[src/rtl/store_write_buffer_pkg.sv]
// Shared store-path definitions: opcode prefix, access-size encoding and entry payload.
package store_write_buffer_pkg;

  localparam logic [2:0] STORE_OP = 3'b101;

  typedef enum logic [1:0] {
    SIZE_BYTE = 2'b00,
    SIZE_HALF = 2'b01,
    SIZE_NONE = 2'b10,
    SIZE_WORD = 2'b11
  } size_e;

  function automatic logic is_store_op(input logic [31:0] inst);
    return inst[31:29] == STORE_OP;
  endfunction

endpackage

[src/rtl/store_write_buffer_if.sv]
// Data-bus write channel: head-of-FIFO store presented with req/ack handshake.
interface store_write_buffer_if;
  logic        mem_req;
  logic [31:0] mem_addr;
  logic [31:0] mem_wdata;
  logic [3:0]  mem_byteen;
  logic        mem_ack;

  modport master (output mem_req, mem_addr, mem_wdata, mem_byteen, input mem_ack);
  modport slave  (input mem_req, mem_addr, mem_wdata, mem_byteen, output mem_ack);
endinterface

[src/rtl/store_write_buffer_lane_encoder.sv]
// Widens a register value into lane-replicated write data with byte enables for sb/sh/sw.
module store_lane_encoder
  import store_write_buffer_pkg::*;
(
  input  logic [1:0]  size,
  input  logic [1:0]  lane,
  input  logic [31:0] rt,
  output logic [3:0]  byteen,
  output logic [31:0] wdata,
  output logic        misaligned,
  output logic        size_ok
);

  always_comb begin
    byteen     = '0;
    wdata      = '0;
    misaligned = 1'b0;
    size_ok    = 1'b1;
    case (size_e'(size))
      SIZE_BYTE: begin
        byteen = 4'b0001 << lane;
        wdata  = {4{rt[7:0]}};
      end
      SIZE_HALF: begin
        byteen     = lane[1] ? 4'b1100 : 4'b0011;
        wdata      = {2{rt[15:0]}};
        misaligned = lane[0];
      end
      SIZE_WORD: begin
        byteen     = '1;
        wdata      = rt;
        misaligned = (lane != 2'b00);
      end
      default: size_ok = 1'b0;
    endcase
  end

endmodule

[src/rtl/store_write_buffer.sv]
// MEM-stage store buffer: decodes stores, queues masked word writes, drains over req/ack.
module store_write_buffer
  import store_write_buffer_pkg::*;
#(
  parameter int unsigned DEPTH = 2
) (
  input  logic        clk,
  input  logic        reset,
  input  logic [31:0] Inst,
  input  logic        inst_valid,
  input  logic [31:0] AO,
  input  logic [31:0] RT,
  output logic        store_stall,
  output logic        addr_error,
  input  logic        load_check_valid,
  input  logic [31:0] load_check_addr,
  output logic        load_hazard,
  store_write_buffer_if.master bus
);

  localparam int unsigned PW   = (DEPTH > 1) ? $clog2(DEPTH) : 1;
  localparam logic [PW:0] FULL = (PW + 1)'(DEPTH);

  logic [29:0] ent_addr   [DEPTH];
  logic [31:0] ent_data   [DEPTH];
  logic [3:0]  ent_byteen [DEPTH];

  logic [PW-1:0] rd_ptr, wr_ptr;
  logic [PW:0]   count;

  logic [3:0]  enc_byteen;
  logic [31:0] enc_wdata;
  logic        enc_misaligned, enc_size_ok;
  logic        is_store, aligned_store, accept, push, pop;

  store_lane_encoder u_enc (
    .size       (Inst[27:26]),
    .lane       (AO[1:0]),
    .rt         (RT),
    .byteen     (enc_byteen),
    .wdata      (enc_wdata),
    .misaligned (enc_misaligned),
    .size_ok    (enc_size_ok)
  );

  assign is_store      = inst_valid & is_store_op(Inst) & enc_size_ok;
  assign addr_error    = is_store & enc_misaligned;
  assign aligned_store = is_store & ~enc_misaligned;

  // Bus side is driven purely from state so mem_req never depends on this cycle's inputs.
  assign bus.mem_req    = (count != '0);
  assign bus.mem_addr   = {ent_addr[rd_ptr], 2'b00};
  assign bus.mem_wdata  = ent_data[rd_ptr];
  assign bus.mem_byteen = ent_byteen[rd_ptr];

  assign pop         = bus.mem_req & bus.mem_ack;
  assign accept      = (count < FULL) | pop;
  assign push        = aligned_store & accept;
  assign store_stall = aligned_store & ~accept;

  // An entry is live when its distance from the read pointer is below the occupancy.
  always_comb begin
    logic [PW-1:0] off;
    load_hazard = 1'b0;
    off         = '0;
    for (int unsigned i = 0; i < DEPTH; i++) begin
      off = PW'(i) - rd_ptr;
      if (load_check_valid && ({1'b0, off} < count) &&
          (ent_addr[i] == load_check_addr[31:2]))
        load_hazard = 1'b1;
    end
  end

  always_ff @(posedge clk) begin
    if (reset) begin
      count  <= '0;
      rd_ptr <= '0;
      wr_ptr <= '0;
      for (int unsigned i = 0; i < DEPTH; i++) begin
        ent_addr[i]   <= '0;
        ent_data[i]   <= '0;
        ent_byteen[i] <= '0;
      end
    end else begin
      if (push) begin
        ent_addr[wr_ptr]   <= AO[31:2];
        ent_data[wr_ptr]   <= enc_wdata;
        ent_byteen[wr_ptr] <= enc_byteen;
        wr_ptr             <= wr_ptr + 1'b1;
      end
      if (pop)
        rd_ptr <= rd_ptr + 1'b1;
      case ({push, pop})
        2'b10:   count <= count + 1'b1;
        2'b01:   count <= count - 1'b1;
        default: count <= count;
      endcase
    end
  end

endmodule

[src/flat_wrapper.sv]
// flat-port wrapper written by rule: the top's interface ports become plain ports
module store_write_buffer_flat import store_write_buffer_pkg::*;
#(
  parameter int unsigned DEPTH = 2
)
  (clk, reset, Inst, inst_valid, AO, RT, store_stall, addr_error, load_check_valid, load_check_addr, load_hazard, bus_mem_req, bus_mem_addr, bus_mem_wdata, bus_mem_byteen, bus_mem_ack);
  store_write_buffer_if bus_i ();
  input  logic clk;
  input  logic reset;
  input  logic [31:0] Inst;
  input  logic inst_valid;
  input  logic [31:0] AO;
  input  logic [31:0] RT;
  output logic store_stall;
  output logic addr_error;
  input  logic load_check_valid;
  input  logic [31:0] load_check_addr;
  output logic load_hazard;
  output wire logic [$bits(bus_i.mem_req)-1:0] bus_mem_req;
  output wire logic [$bits(bus_i.mem_addr)-1:0] bus_mem_addr;
  output wire logic [$bits(bus_i.mem_wdata)-1:0] bus_mem_wdata;
  output wire logic [$bits(bus_i.mem_byteen)-1:0] bus_mem_byteen;
  input wire logic [$bits(bus_i.mem_ack)-1:0] bus_mem_ack;
  assign bus_mem_req = bus_i.mem_req;
  assign bus_mem_addr = bus_i.mem_addr;
  assign bus_mem_wdata = bus_i.mem_wdata;
  assign bus_mem_byteen = bus_i.mem_byteen;
  assign bus_i.mem_ack = bus_mem_ack;
  store_write_buffer #(.DEPTH(DEPTH)) u_core (.clk(clk), .reset(reset), .Inst(Inst), .inst_valid(inst_valid), .AO(AO), .RT(RT), .store_stall(store_stall), .addr_error(addr_error), .load_check_valid(load_check_valid), .load_check_addr(load_check_addr), .load_hazard(load_hazard), .bus(bus_i));
endmodule
[config.mk]
export PLATFORM = sky130hd
export DESIGN_NAME = store_write_buffer_flat
export DESIGN_NICKNAME = d
export VERILOG_FILES = /design/src/rtl/store_write_buffer_pkg.sv /design/src/rtl/store_write_buffer_if.sv /design/src/rtl/store_write_buffer_lane_encoder.sv /design/src/rtl/store_write_buffer.sv /design/src/flat_wrapper.sv
export SDC_FILE = /design/constraint.sdc
export NUM_CORES = 1
export LEC_CHECK = 0
export ABC_AREA = 0
export CAP_MARGIN = 20
export CELL_PAD_IN_SITES_DETAIL_PLACEMENT = 0
export CELL_PAD_IN_SITES_GLOBAL_PLACEMENT = 2
export CORE_UTILIZATION = 41
export DETAILED_ROUTE_END_ITERATION = 8
export DONT_BUFFER_PORTS = 1
export PLACE_DENSITY_LB_ADDON = 0.08
export SYNTH_ARGS = -nofsm -noshare
export SYNTH_HDL_FRONTEND = slang
export SYNTH_SLANG_ARGS = --single-unit
[constraint.sdc]
create_clock -name clk -period 5.4 [get_ports clk]
set_clock_uncertainty 0.1 [all_clocks]
set_input_delay 0.54 -clock clk [delete_from_list [all_inputs] [get_ports clk]]
set_output_delay 0.54 -clock clk [all_outputs]
set_load 0.05 [all_outputs]
==> results of run 1 <==
[how the worst max path moves through the flow]
stage,endpoint,slack (ns),depth (start not counted)
global route,load_hazard,1.58,5
floorplan,u_core.ent_addr[0][0]$_SDFFCE_PN0P_,0.67,3
detailed placement,u_core.ent_data[1][30]$_SDFFCE_PN0P_,1.85,5
finish,load_hazard,1.79,5
global placement,u_core.ent_data[1][29]$_SDFFCE_PN0P_,1.84,5
CTS,load_hazard,1.64,5
[metal layers]
| metal | part of all wire [%] | vias to the layer above | track usage [%] |
|---|---|---|---|
| met4 | 0.73 | 0 | 5.172 |
| met3 | 9.0 | 9 | 8.651 |
| met2 | 51 | 153 | 34.77 |
| met5 | 0 | - | 0 |
| met1 | 40 | 2056 | 23.60 |
| li1 | - | 1937 | - |
[metrics by stage]
step | utilization, % | setup WS [ns]
after detailed placement | 42.90 | 1.846
after global routing | 46.57 | 1.584
final | 46.58 | 1.795
after global placement | 42.90 | 1.845
after CTS | 46.28 | 1.644
after floorplan | - | 0.6727
[cell usage in the layout (no fill, tap or decap), drive strengths merged, types with 2 or more instances in the layout]
| cell type | instances |
|---|---|
| nand2b | 3 |
| xor2 | 47 |
| clkinvlp | 2 |
| or3 | 2 |
| conb | 2 |
| nand4 | 6 |
| buf | 6 |
| dfxtp | 5 |
| mux2 | 66 |
| nor4 | 12 |
| and3 | 30 |
| xnor2 | 17 |
| a22oi | 16 |
| edfxtp | 132 |
| a21oi | 10 |
| inv | 4 |
| nor2 | 88 |
| mux2i | 8 |
| bufinv | 2 |
| clkinv | 9 |
| and2 | 31 |
| nand2 | 14 |
| o21ai | 5 |
| clkbuf | 18 |
| nor3 | 2 |
[worst max-delay path, cell delays in order, from the launching register on]
cell and delay, ns:
dfxtp_1 0.43, or2_2 0.35, nand2_1 0.16, nor4_1 0.51
nand4_1 0.20, o22ai_1 0.90
[cell families after synthesis]
kind of cell               share of synthesized area, %
AOI/OAI and AO/OA                                 3.773
DFF                                               58.35
other                                           0.05385
xor gates and xnor gates                          8.049
buffers and inverters                             3.144
muxes                                             11.82
adders and majority gates                        0.1796
and+or+nand+nor                                   14.62
[where the power goes]
| part | leakage, nW | internal (mW) | switching, mW | total, mW |
|---|---|---|---|---|
| clock | 0.270 | 0.672 | 0.435 | 1.11 |
| sequential | 1.39 | 1.21 | 0.0271 | 1.23 |
| combinational | 1.20 | 0.0790 | 0.232 | 0.311 |
| total | 2.85 | 1.96 | 0.694 | 2.65 |
[flip-flops by register name, indices dropped and copies added (netlist names), named ones only]
name / flops
u_core.rd_ptr: 1
u_core.ent_addr: 60
u_core.ent_data: 64
u_core.ent_byteen: 8
u_core.count: 2
u_core.wr_ptr: 1
[layout make-up]
| type | instances | area (sq um) | area share (%) |
|---|---|---|---|
| diodes | 1 | 2.502 | 0.03239 |
| clock buffers | 18 | 429.2 | 5.556 |
| clock inverters | 14 | 131.4 | 1.701 |
| inverters | 3 | 11.26 | 0.1458 |
| multi-input cells | 369 | 2718 | 35.18 |
| flip-flops and latches | 137 | 4068 | 52.66 |
| well taps | 220 | 275.3 | 3.563 |
| repair buffers | 6 | 90.09 | 1.166 |
==> impl_metrics.ini, run 1 <==
[status]
status = finished clean

[min_path]
hold_path_class = in2reg
hold_start = reset
hold_path_depth = 1

[global_routing]
grt_antenna_before_repair = 1
grt_pass1_wl_mm = 26.30
grt_pass1_vias = 4404
globalRouteOverflowTotal = 0
grtUsageTotal_pct = 20.41
grt_max_degree = 67

[die]
num_io_pins = 205
start_util_pct = 41.99
fp.dieH_um = 132.3
die_area_sq_mm = 0.01751
core_region_area_sq_mm = 0.01658
rows = 47
die_w_um = 132.3

[timing]
tns_ns = 0
rsz0062_at_grt = false
slew_viol_final = 0
hold_ws_ns = 0.09842
relSlewSlack_pct = 25.86
layout_min_cycle_time_ns = 3.605
worstMarginPinSlew_ns = 1.129
timing.final.crit_share_pct = 66.76
max_freq_mhz = 277.4
hold_viol_final = 0
setup_viol_count_final = 0

[clock_tree]
cts_resized = 0
cts_tree = built
clkSinkCount = 137
cts_buffers = 17
clk_latency_ns = 0.41
cts-htree-levels = 4
cts_root_buffer = clkbuf_16
cts_setup_buffers = 0
clkTransAtPathRegs_ns = 0.05
ctsHoldBuffers = 0
clockBufferDepth = 2

[critical_path]
cp_data_arrival_time_ns = 2.97
cp-startpoint = u_core.count[1]$_SDFFE_PP0P_
required_ns = 4.76
regToRegSetupSlack_ns = 2.47
r2r_cells = 5
cp-start-kind = flip-flop
cp-end-kind = primary output
worstSetupPathType = reg2out
critical_path.max_fanout = 6
r2r-end = u_core.ent_addr[1][11]$_SDFFCE_PN0P_
r2r-start = u_core.count[1]$_SDFFE_PP0P_

[place]
dp.final_hpwl_mm = 11.21
place_inst = 733
port-buffer-count = 0
dpl_cell_area_sq_mm = 0.007114
globalplace.congestion = 0.7658

[synthesis]
synth_area_leader_cell = edfxtp_1
synth_flop_cell = edfxtp_1
yosys_warnings = 0
synth_cell_types = 39
synth.most_common_cell = edfxtp_1
ys_seq_elements = 137
syn_inst = 541
synth_common_cells = 132 x edfxtp_1, 78 x nor2_1, 66 x mux2_2, 47 x xor2_1, 31 x and2_1
ys_seq_area_share_pct = 58.35
synth.area.top_cells = edfxtp_1 57%, mux2_2 11%, xor2_1 5.9%
synth_edf_count = 132
synth.cell_area_sq_mm = 0.006964
synthArstFlopShare_pct = 0
synthDominantCellAreaShare_pct = 56.92
syn_avg_cell_area_sq_um = 12.87

[finish]
nNetsFinal = 668
drive_gt1_share_pct = 22.12
fin_cells = 768
fill_cells = 1513
final_area_sq_mm = 0.007725
syn_to_final_growth_pct = 10.92

[flow_run]
drv_cap = 0

[power_and_ir_drop]
peakVddDrop_mv = 0.2045
p_leak_nw = 2.855
power_mw = 2.653
powerDensity_mw_per_mm2 = 343.4

[drt]
vias = 4155
ant_nets = 0
drt-wirelength-per-cell_um = 22.42
drc = 0
avgViaCountPerCell = 5.410
drt_iter0_drc = 246
drt_pass1_iterations = 6
routed_wl_mm = 17.22
Note: power is estimated with default switching activity, not from simulation.
==> inputs of run 2 (changes only) <==
clock period = 3.65 ns   (was 5.4 ns; I/O delays follow)
==> impl_metrics.ini, run 2 (same netlist as run 1, synthesis figures left out) <==
[clock_tree]
cts-htree-levels = 4
clkTransAtPathRegs_ns = 0.06
clk_latency_ns = 0.41
cts_resized = 0
cts_setup_buffers = 0
clockBufferDepth = 2
ctsHoldBuffers = 1
cts_tree = built
cts_root_buffer = clkbuf_16
clkSinkCount = 137
cts_buffers = 17

[finish]
syn_to_final_growth_pct = 10.74
final_cell_mix = 132 x edfxtp_1, 77 x nor2_1, 66 x mux2_2
fill_cells = 1518
regMostFlops = u_core.ent_data
finish.utilization_pct = 46.51
drive_gt1_share_pct = 22.87
largest_reg_flops = 64
antenna_cells = 0
layout_commonest_cell = edfxtp_1
top_regs = u_core.ent_data: 64 flops, u_core.ent_addr: 60 flops, u_core.ent_byteen: 8 flops
nNetsFinal = 672

[power_and_ir_drop]
p_leak_nw = 2.850
peakVddDrop_mv = 0.2909
powerDensity_mw_per_mm2 = 505.3

[die]
rows = 47
num_io_pins = 205
die_w_um = 132.3
core_region_area_sq_mm = 0.01658
die_area_sq_mm = 0.01751
start_util_pct = 41.99
fp.dieH_um = 132.3

[timing]
slew_viol_final = 0
tns_ns = 0
worstMarginPinSlew_ns = 1.152
hold_viol_final = 0
setup_viol_count_final = 0
relSlewSlack_pct = 22.92
timing.final.crit_share_pct = 81.82
max_freq_mhz = 334.9
hold_ws_ns = 0.04131
rsz0062_at_grt = false
layout_min_cycle_time_ns = 2.986

[critical_path]
r2r-start = u_core.count[1]$_SDFFE_PP0P_
cpPeakStageDelay_ns = 0.55
path_cells = or2_2 > nand2_1 > nor4_1 > nand4_1 > o22ai_1 > buf_4
cp-end-kind = primary output
cp_data_arrival_time_ns = 2.52
critical_path.max_fanout = 6
r2r_cells = 4
cp-start-kind = flip-flop
worstSetupPathType = reg2out
cp_top_family = simple AND/OR/NAND/NOR gates
r2r-end = u_core.ent_byteen[0][3]$_SDFFCE_PN0P_
required_ns = 3.18
regToRegSetupSlack_ns = 1.39
crit_buf_inv = 1
slowest_stage = nor4_1

[drt]
ant_nets = 0
avgViaCountPerCell = 5.429
vias = 4186
drt-wirelength-per-cell_um = 22.26
drt_pass1_iterations = 4
drc = 0
drt_iter0_drc = 211
routed_wl_mm = 17.16

[place]
globalplace.congestion = 0.7479
dp.final_hpwl_mm = 11.22
port-buffer-count = 0

[global_routing]
grt_pass1_wl_mm = 26.39
grt_pass1_vias = 4512
globalRouteOverflowTotal = 0
grt_max_degree = 67
grt_antenna_before_repair = 0
grtUsageTotal_pct = 20.40

[min_path]
hold_path_depth = 1
hold_path_end = u_core.ent_addr[0][28]$_SDFFCE_PN0P_
hold_start = AO[30]
hold_path_class = in2reg

[status]
status = finished clean

[flow_run]
drv_cap = 0
run 2: power by group:
part / switching, mW / internal [mW] / total [mW]
sequential: 0.0398 / 1.78 / 1.82
clock: 0.676 / 0.939 / 1.61
combinational: 0.342 / 0.116 / 0.458
total: 1.06 / 2.84 / 3.90
run 2: cell type report:
class,count,area [sq um],area share (%)
inverters,3,11.26,0.1460
flip-flops and latches,137,4068,52.74
clock buffers,18,429.2,5.565
clock inverters,14,126.4,1.639
repair buffers,10,90.09,1.168
well taps,220,275.3,3.569
multi-input cells,369,2713,35.17
run 2: worst max-delay path by stage:
stage	start	end	slack [ns]	depth (start not counted)
final	u_core.count[1]$_SDFFE_PP0P_	load_hazard	0.66	6
after global routing	u_core.count[1]$_SDFFE_PP0P_	load_hazard	0.46	6
after CTS	u_core.count[1]$_SDFFE_PP0P_	load_hazard	0.56	6
after detailed placement	u_core.count[1]$_SDFFE_PP0P_	load_hazard	1.01	6
after global placement	u_core.count[1]$_SDFFE_PP0P_	load_hazard	1.02	6
after floorplan	Inst[30]	u_core.ent_addr[1][0]$_SDFFCE_PN0P_	0.32	5
run 2: through the flow:
stage | total power [mW] | setup slack [ns] | instance area, sq um | instances
after floorplan | 2.251 | 0.3195 | 6972 | 542
after global placement | 2.318 | 1.024 | 7147 | 738
after detailed placement | 2.322 | 1.011 | 7147 | 738
after CTS | 3.931 | 0.5563 | 7712 | 771
after global routing | 4.030 | 0.4555 | 7712 | 771
final | 3.897 | 0.6637 | 7712 | 771
run 2: worst register-to-register path, stage by stage, from the launching register on:
cell and delay (ns):
dfxtp_1 0.35, nand2b_1 0.21, o2111ai_4 0.24, or3_2 0.94, nor2_1 0.26
run 2: metal layers:
layer,track usage (%),vias up,wire length [um]
met3,7.651,17,1360
met2,35.53,156,8837
met4,5.683,0,227
met1,23.38,2068,6736
met5,0,-,0
li1,-,1945,-
==> inputs of run 3 (changes only) <==
clock period = 3 ns   (was 3.65 ns; I/O delays follow)
==> impl_metrics.ini, run 3 (same netlist as run 1, synthesis figures left out) <==
[critical_path]
critical_path.max_fanout = 6
regToRegSetupSlack_ns = 0.96
cpPeakStageDelay_ns = 0.41
cp-end-kind = primary output
worstSetupPathType = reg2out
crit_buf_inv = 2
path_cells = or2_2 > nand2_1 > nor4_1 > buf_4 > nand4_1 > o22ai_1 > buf_4
r2r-start = u_core.count[1]$_SDFFE_PP0P_
cp_top_family = simple AND/OR/NAND/NOR gates
r2r-end = u_core.count[1]$_SDFFE_PP0P_
slowest_stage = dfxtp_1
cp_common_cell = buf_4
required_ns = 2.60
cp-start-kind = flip-flop
cp-startpoint = u_core.count[1]$_SDFFE_PP0P_
cp.depth = 7
cp_data_arrival_time_ns = 2.37
r2r_cells = 5

[power_and_ir_drop]
p_leak_nw = 3.060
peakVddDrop_mv = 0.3919
powerDensity_mw_per_mm2 = 616.8

[min_path]
hold_start = AO[21]
hold_path_end = u_core.ent_addr[1][19]$_SDFFCE_PN0P_
hold_path_class = in2reg
hold_path_depth = 1

[place]
globalplace.congestion = 0.7609
post-place-ws_ns = 0.6640
dp.final_hpwl_mm = 11.66
place_inst = 746
dpl_cell_area_sq_mm = 0.007212
port-buffer-count = 0

[finish]
drive_gt1_share_pct = 23.26
final_area_sq_mm = 0.008148
final_cell_mix = 132 x edfxtp_1, 77 x nor2_1, 66 x mux2_2
antenna_cells = 0
fill_cells = 1490
largest_reg_flops = 64
fin_cells = 809
top_regs = u_core.ent_data: 64 flops, u_core.ent_addr: 60 flops, u_core.ent_byteen: 8 flops
layout_commonest_cell = edfxtp_1
regMostFlops = u_core.ent_data
syn_to_final_growth_pct = 17.00
nNetsFinal = 710

[timing]
hold_viol_final = 0
worstMarginPinSlew_ns = 0.6325
setup_viol_count_final = 0
max_freq_mhz = 361.5
timing.final.crit_share_pct = 92.20
hold_ws_ns = 0.02431
tns_ns = 0
relSlewSlack_pct = 57.83
slew_viol_final = 0
setup_slack_ns = 0.2340
rsz0062_at_grt = false
layout_min_cycle_time_ns = 2.766

[flow_run]
drv_cap = 0

[die]
die_area_sq_mm = 0.01751
die_w_um = 132.3
core_region_area_sq_mm = 0.01658
fp.dieH_um = 132.3
num_io_pins = 205
start_util_pct = 41.99
rows = 47

[clock_tree]
ctsHoldBuffers = 31
cts-htree-levels = 4
cts_tree = built
cts_buffers = 17
cts_root_buffer = clkbuf_16
cts_setup_buffers = 0
clk_latency_ns = 0.42
clkSinkCount = 137
cts_resized = 0
clockBufferDepth = 2
clkTransAtPathRegs_ns = 0.06

[global_routing]
grtUsageTotal_pct = 20.92
grt_max_degree = 37
grt_pass1_wl_mm = 26.73
grt_pass1_vias = 4606
grt_antenna_before_repair = 0
globalRouteOverflowTotal = 0

[drt]
avgViaCountPerCell = 5.381
drt_iter0_drc = 237
drc = 0
drt_pass1_iterations = 4
vias = 4353
drt-wirelength-per-cell_um = 21.78
routed_wl_mm = 17.62
ant_nets = 0

[status]
status = finished clean
[run 3: stage by stage]
step                      util, %  total power [mW]
after floorplan                 -             2.737
after global placement      43.49             2.826
after detailed placement    43.49             2.829
after CTS                   49.13             5.088
after global routing        49.13             5.200
final                       49.13             5.025
[run 3: how the worst max path moves through the flow]
stage | to | slack [ns]
2_1_floorplan | u_core.ent_addr[1][0]$_SDFFCE_PN0P_ | 0.45
3_3_place_gp | load_hazard | 0.68
3_5_place_dp | load_hazard | 0.66
4_1_cts | load_hazard | 0.18
5_1_grt | load_hazard | 0.07
6_report | load_hazard | 0.23
[run 3: layout make-up]
class | count | area [sq um] | area share [%]
inverter | 3 | 11.26 | 0.1382
timing repair buffer | 48 | 450.4 | 5.528
tap | 220 | 275.3 | 3.378
sequential | 137 | 4068 | 49.92
clock buffer | 17 | 425.4 | 5.221
clock inverter | 15 | 200.2 | 2.457
multi-input combinational | 369 | 2718 | 33.35
[run 3: report_power, final]
group | internal (mW) | switching [mW]
Clock | 1.39 | 0.813
Combinational | 0.171 | 0.438
Sequential | 2.17 | 0.0395
[run 3: per-layer routing]
metal / vias up / global-route usage (%) / share of wire (%)
met1: 2145 / 23.85 / 38
met4: 0 / 7.024 / 1.3
met5: - / 0 / 0
met3: 20 / 7.536 / 8.1
met2: 164 / 36.26 / 52
li1: 2024 / - / -
==> variant 1 (flow settings as in run 2) <==
`DEPTH` is set to 2 in 2 places; all go to 4.
--- a/src/rtl/store_write_buffer.sv
+++ b/src/rtl/store_write_buffer.sv
@@ -4,3 +4,3 @@
 #(
-  parameter int unsigned DEPTH = 2
+  parameter int unsigned DEPTH = 4
 ) (
--- a/src/flat_wrapper.sv
+++ b/src/flat_wrapper.sv
@@ -3,3 +3,3 @@
 #(
-  parameter int unsigned DEPTH = 2
+  parameter int unsigned DEPTH = 4
 )
Formal check against the unedited RTL: not equivalent (Yosys sat finds a counterexample within 4 cycles, from zero or initial values and one cycle with reset high).
==> variant 1 against run 2 <==
- synthesized cell count up 88%
- critical endpoint unchanged
- sequential cell count is 136 higher
- final area increased by 97%
- area after synthesis increased by 93%
- total power increased by 85%
- setup slack got worse by 0.30 ns
- wire length up 120%
- clock power is 76% higher
- register-to-register slack lost 0.66 ns
==> variant 1: results (changes against run 2) <==
R2R setup slack 0.73 ns (-0.66 ns); Worst Hold Path Cells 2 (+1); via density per instance 5.40 (-0.57%); Max clock buf depth 3 (+1); Vias 7968 (+90%); Worst Reg-to-Reg Cells 6 (+2); worst reg2reg startpoint u_core.count[2]; GRT Total Usage 0.226 (+0.0221); Max-slew headroom 0.459 (+0.230); cells after synthesis 1016 (+88%); post-synthesis sequential area ratio 0.602 (+0.0186); VDD IR max 0.307 mV (+5.6%); Placed Cells incl. Taps 1390 (+88%); Post-synth EDFFs 264 (+100%); synth cell count leaders edfxtp_1, nor2_1, xnor2_1, mux4_2, clkbuf_1; pin count of the biggest net entering global routing 51 (-24%); H-Tree Depth 1 (-3); count of cell types in the netlist 41 (+5.1%); FILL cells 2837 (+87%); Setup WS pre-CTS 0.566 ns (-0.446 ns); leakage power 5.12 nW (+80%); Pre-antenna DRT Iters 5 (+1); Reg2Reg Capture Point u_core.ent_addr[0][28]; worst path arrival time 2.83 ns (+0.31 ns); biggest registers after layout u_core.ent_data x128, u_core.ent_addr x120, u_core.ent_byteen x16; status finished, final reports clean; first-pass GRT wire length 54500 um (+110%)
==> variant 1: cell type report <==
class | count | area share
multi-input cells | 609 | 0.319
well taps | 435 | 0.0359
clock inverters | 15 | 0.00627
flip-flops and latches | 273 | 0.535
inverters | 50 | 0.0124
clock buffers | 40 | 0.0534
repair buffers | 54 | 0.0384
==> variant 1: cell families after synthesis <==
group,Yosys count,share of synthesized area
other,1,0.000279
buffers and inverters,135,0.0419
AOI/OAI and AO/OA,39,0.0205
DFF,273,0.602
adders and majority gates,6,0.00613
and+or+nand+nor,361,0.130
xor gates and xnor gates,127,0.0826
muxes,74,0.116
==> variant 1: critical path, cell delays in order (launching register included) <==
cell       delay (ns)
edfxtp_1         0.40
xnor2_1          0.38
nand4_1          0.14
nor4_1           0.60
o2111ai_1        0.21
nand4_1          0.55
==> variant 1: stage by stage <==
step	hold WS, ns	util	area, um^2	total power, W
final	0.0143	0.475	15200	0.00723
after global routing	0.0286	0.475	15200	0.00746
after CTS	0.0000530	0.475	15200	0.00730
after detailed placement	0.338	0.437	14000	0.00444
after global placement	0.335	0.437	14000	0.00443
after floorplan	0.372	-	13500	0.00427
==> variant 1: metal layers <==
metal,global-route usage,vias up,share of wire
li1,-,3607,-
met1,0.279,4039,0.40
met2,0.401,282,0.51
met3,0.0536,40,0.074
met4,0.0527,0,0.019
met5,0,-,0
==> variant 1: worst min-delay path by stage <==
stage | to | startpoint
finish | u_core.ent_data[0][21] | RT[21]
floorplan | u_core.count[1] | u_core.count[1]
global route | u_core.ent_data[3][28] | RT[28]
global placement | register | reset
CTS | u_core.ent_data[3][28] | RT[28]
detailed placement | register | reset
==> variant 1: what timing repair did <==
item | CTS | global route
hold buffers | 31 | 0
hold endpoints to repair | 129 | 0
endpoints found under the setup margin | 0 | 0
==> variant 1: power breakdown <==
| group | internal, W | switching (W) | total (W) |
|---|---|---|---|
| combinational | 0.000249 | 0.000526 | 0.000775 |
| clock | 0.00161 | 0.00121 | 0.00283 |
| sequential | 0.00356 | 0.0000661 | 0.00362 |
| total | 0.00542 | 0.00181 | 0.00723 |
==> variant 2 (config.mk and constraints of run 2) <==
Without the edit above. Put a register stage on the output `addr_error`, cleared by the reset. The value now appears one clock later. The other outputs are not delayed to match.
--- a/src/rtl/store_write_buffer.sv
+++ b/src/rtl/store_write_buffer.sv
@@ -46,3 +46,9 @@
   assign is_store      = inst_valid & is_store_op(Inst) & enc_size_ok;
-  assign addr_error    = is_store & enc_misaligned;
+  always_ff @(posedge clk) begin
+    if (reset) begin
+      addr_error <= '0;
+    end else begin
+      addr_error <= is_store & enc_misaligned;
+    end
+  end
   assign aligned_store = is_store & ~enc_misaligned;
Behaviour: not the same (a bounded check fails within 4 cycles, from zero or initial values and one cycle with reset high).
==> variant 2 against run 2 <==
- cell count up 1.2%
- critical path depth unchanged
- sequential cell count up 1
- area after synthesis up 3.3%
- via count down 1.2%
- non-clock buffer count up 3
- total power up 1.7%
- final area up 2.8%
- wire length up 0.51%
- setup slack better by 0.37 ns
- largest power group unchanged
- highest routed layer unchanged
==> variant 2: results (changes against run 2) <==
met2 usage 0.344 (-0.0110); Post-synth EDFFs 132 (unchanged); status finished, final reports clean; GRT Total Usage 0.195 (-0.00859); Synth area leaders edfxtp_1, mux2_2, nor2_4; Final Net Count 676 (+0.60%); cts bufs inserted 17 (unchanged); Comb pwr share 0.120 (+0.003); clock insertion delay at the later pin of the skew report 0.41 ns (about the same); met3 usage 0.0698 (-0.00669); pin count of the biggest net entering global routing 67 (unchanged); setup_tns 0 ns (unchanged); first-pass GRT wire length 25400 um (-3.9%); drt total wl 17200 um (+0.51%); vias in the first global route 4282 (-5.1%); Max clock buf depth 2 (unchanged); H-Tree Depth 4 (unchanged); Worst Hold Path Cells 1 (unchanged); Pre-antenna DRT Iters 4 (unchanged); Placed Cells incl. Taps 747 (+1.2%); Final Power 0.00396 W (+1.7%); Final Hold Viols 0 (unchanged); cells after synthesis 542 (+0.18%); cts repair resizes 0 (unchanged); ANT cells 0 (unchanged); slowest stage delay, CP 0.40 ns (-0.15 ns); RD Place Congestion 0.775 (+3.7%); HP Class in -> reg; leakage power 2.84 nW (-0.51%); 1st-iter DRT viols 196 (-7.1%); FILL cells 1554 (+2.4%); crit-path leading delay family simple AND/OR/NAND/NOR gates; initial antenna violation count 0 (unchanged); synth cell count leaders edfxtp_1, mux2_2, nor2_1, xnor2_1; crit path max-delay cell type dfxtp_1; VDD IR max 0.307 mV (+5.4%); hpwl dp 11500 um (+2.6%); Ys Warns 0 (unchanged); Post-CTS Setup Repair Bufs 0 (unchanged); port buffer count 0 (unchanged); Critical Path Fanout Max 6 (unchanged); Slew @ Worst Pin 1.01 ns (-0.137 ns); Worst Reg-to-Reg Cells 5 (+1); share of cells above drive strength 1 0.270 (+0.0416); clock transition at the registers of the reported paths 0.06 ns (about the same); FFs w/ async S/R, synth 0 (unchanged); post-synth top area cell edfxtp_1; met1 Use GR 0.221 (-0.0132); biggest registers after layout u_core.ent_data x64, u_core.ent_addr x60, u_core.ent_byteen x8; cts-stage hold buffer count 1 (unchanged); Internal 0.00292 W (+2.7%); post-synthesis sequential area ratio 0.568 (-0.0159); Non-Filler Instances 780 (+1.2%); via density per instance 5.30 (-2.3%); Placement Cell Area 7360 um^2 (+2.9%)
[variant 2: cell count changes after synthesis, moves of 3 or more]
cell	delta
nor2_1	-20
clkbuf_1	-4
buf_6	+3
xor2_1	-16
nand4_1	+4
nor2_4	+20
xnor2_1	+16
[variant 2: cell type report]
class	instances	area share
well taps	225	0.0355
clock buffers	19	0.0546
multi-input cells	369	0.362
repair buffers	13	0.0142
inverters	3	0.00142
flip-flops and latches	138	0.516
clock inverters	13	0.0161
[variant 2: logic make-up after synthesis]
kind of cell | after synthesis | synth area share
xor gates and xnor gates | 64 | 0.0779
muxes | 74 | 0.114
other | 1 | 0.000521
DFF | 138 | 0.568
adders and majority gates | 1 | 0.00174
buffers and inverters | 36 | 0.0379
AOI/OAI and AO/OA | 37 | 0.0364
and+or+nand+nor | 191 | 0.163
[variant 2: through the flow]
| stage | util | worst slack, ns |
|---|---|---|
| after floorplan | - | 0.326 |
| after global placement | 0.427 | 1.21 |
| after detailed placement | 0.427 | 1.18 |
| after CTS | 0.460 | 0.926 |
| after global routing | 0.460 | 0.855 |
| final | 0.460 | 1.03 |
[variant 2: path summary, 6_finish.rpt]
path | startpoint | endpoint | slack [ns]
worst min-delay path | AO[21] | u_core.ent_addr[0][19] | 0.05
worst min register to register | u_core.count[1] | u_core.count[1] | 0.46
worst max register to register | u_core.count[1] | u_core.ent_data[0][16] | 1.42
worst max-delay path | u_core.count[1] | load_hazard | 1.03
[variant 2: per-layer routing]
| metal | vias to the layer above | routed length (um) | part of all wire |
|---|---|---|---|
| li1 | 1952 | - | - |
| met1 | 2037 | 6720 | 0.39 |
| met2 | 140 | 9020 | 0.52 |
| met3 | 8 | 1380 | 0.080 |
| met4 | 0 | 123 | 0.0071 |
| met5 | - | 0 | 0 |
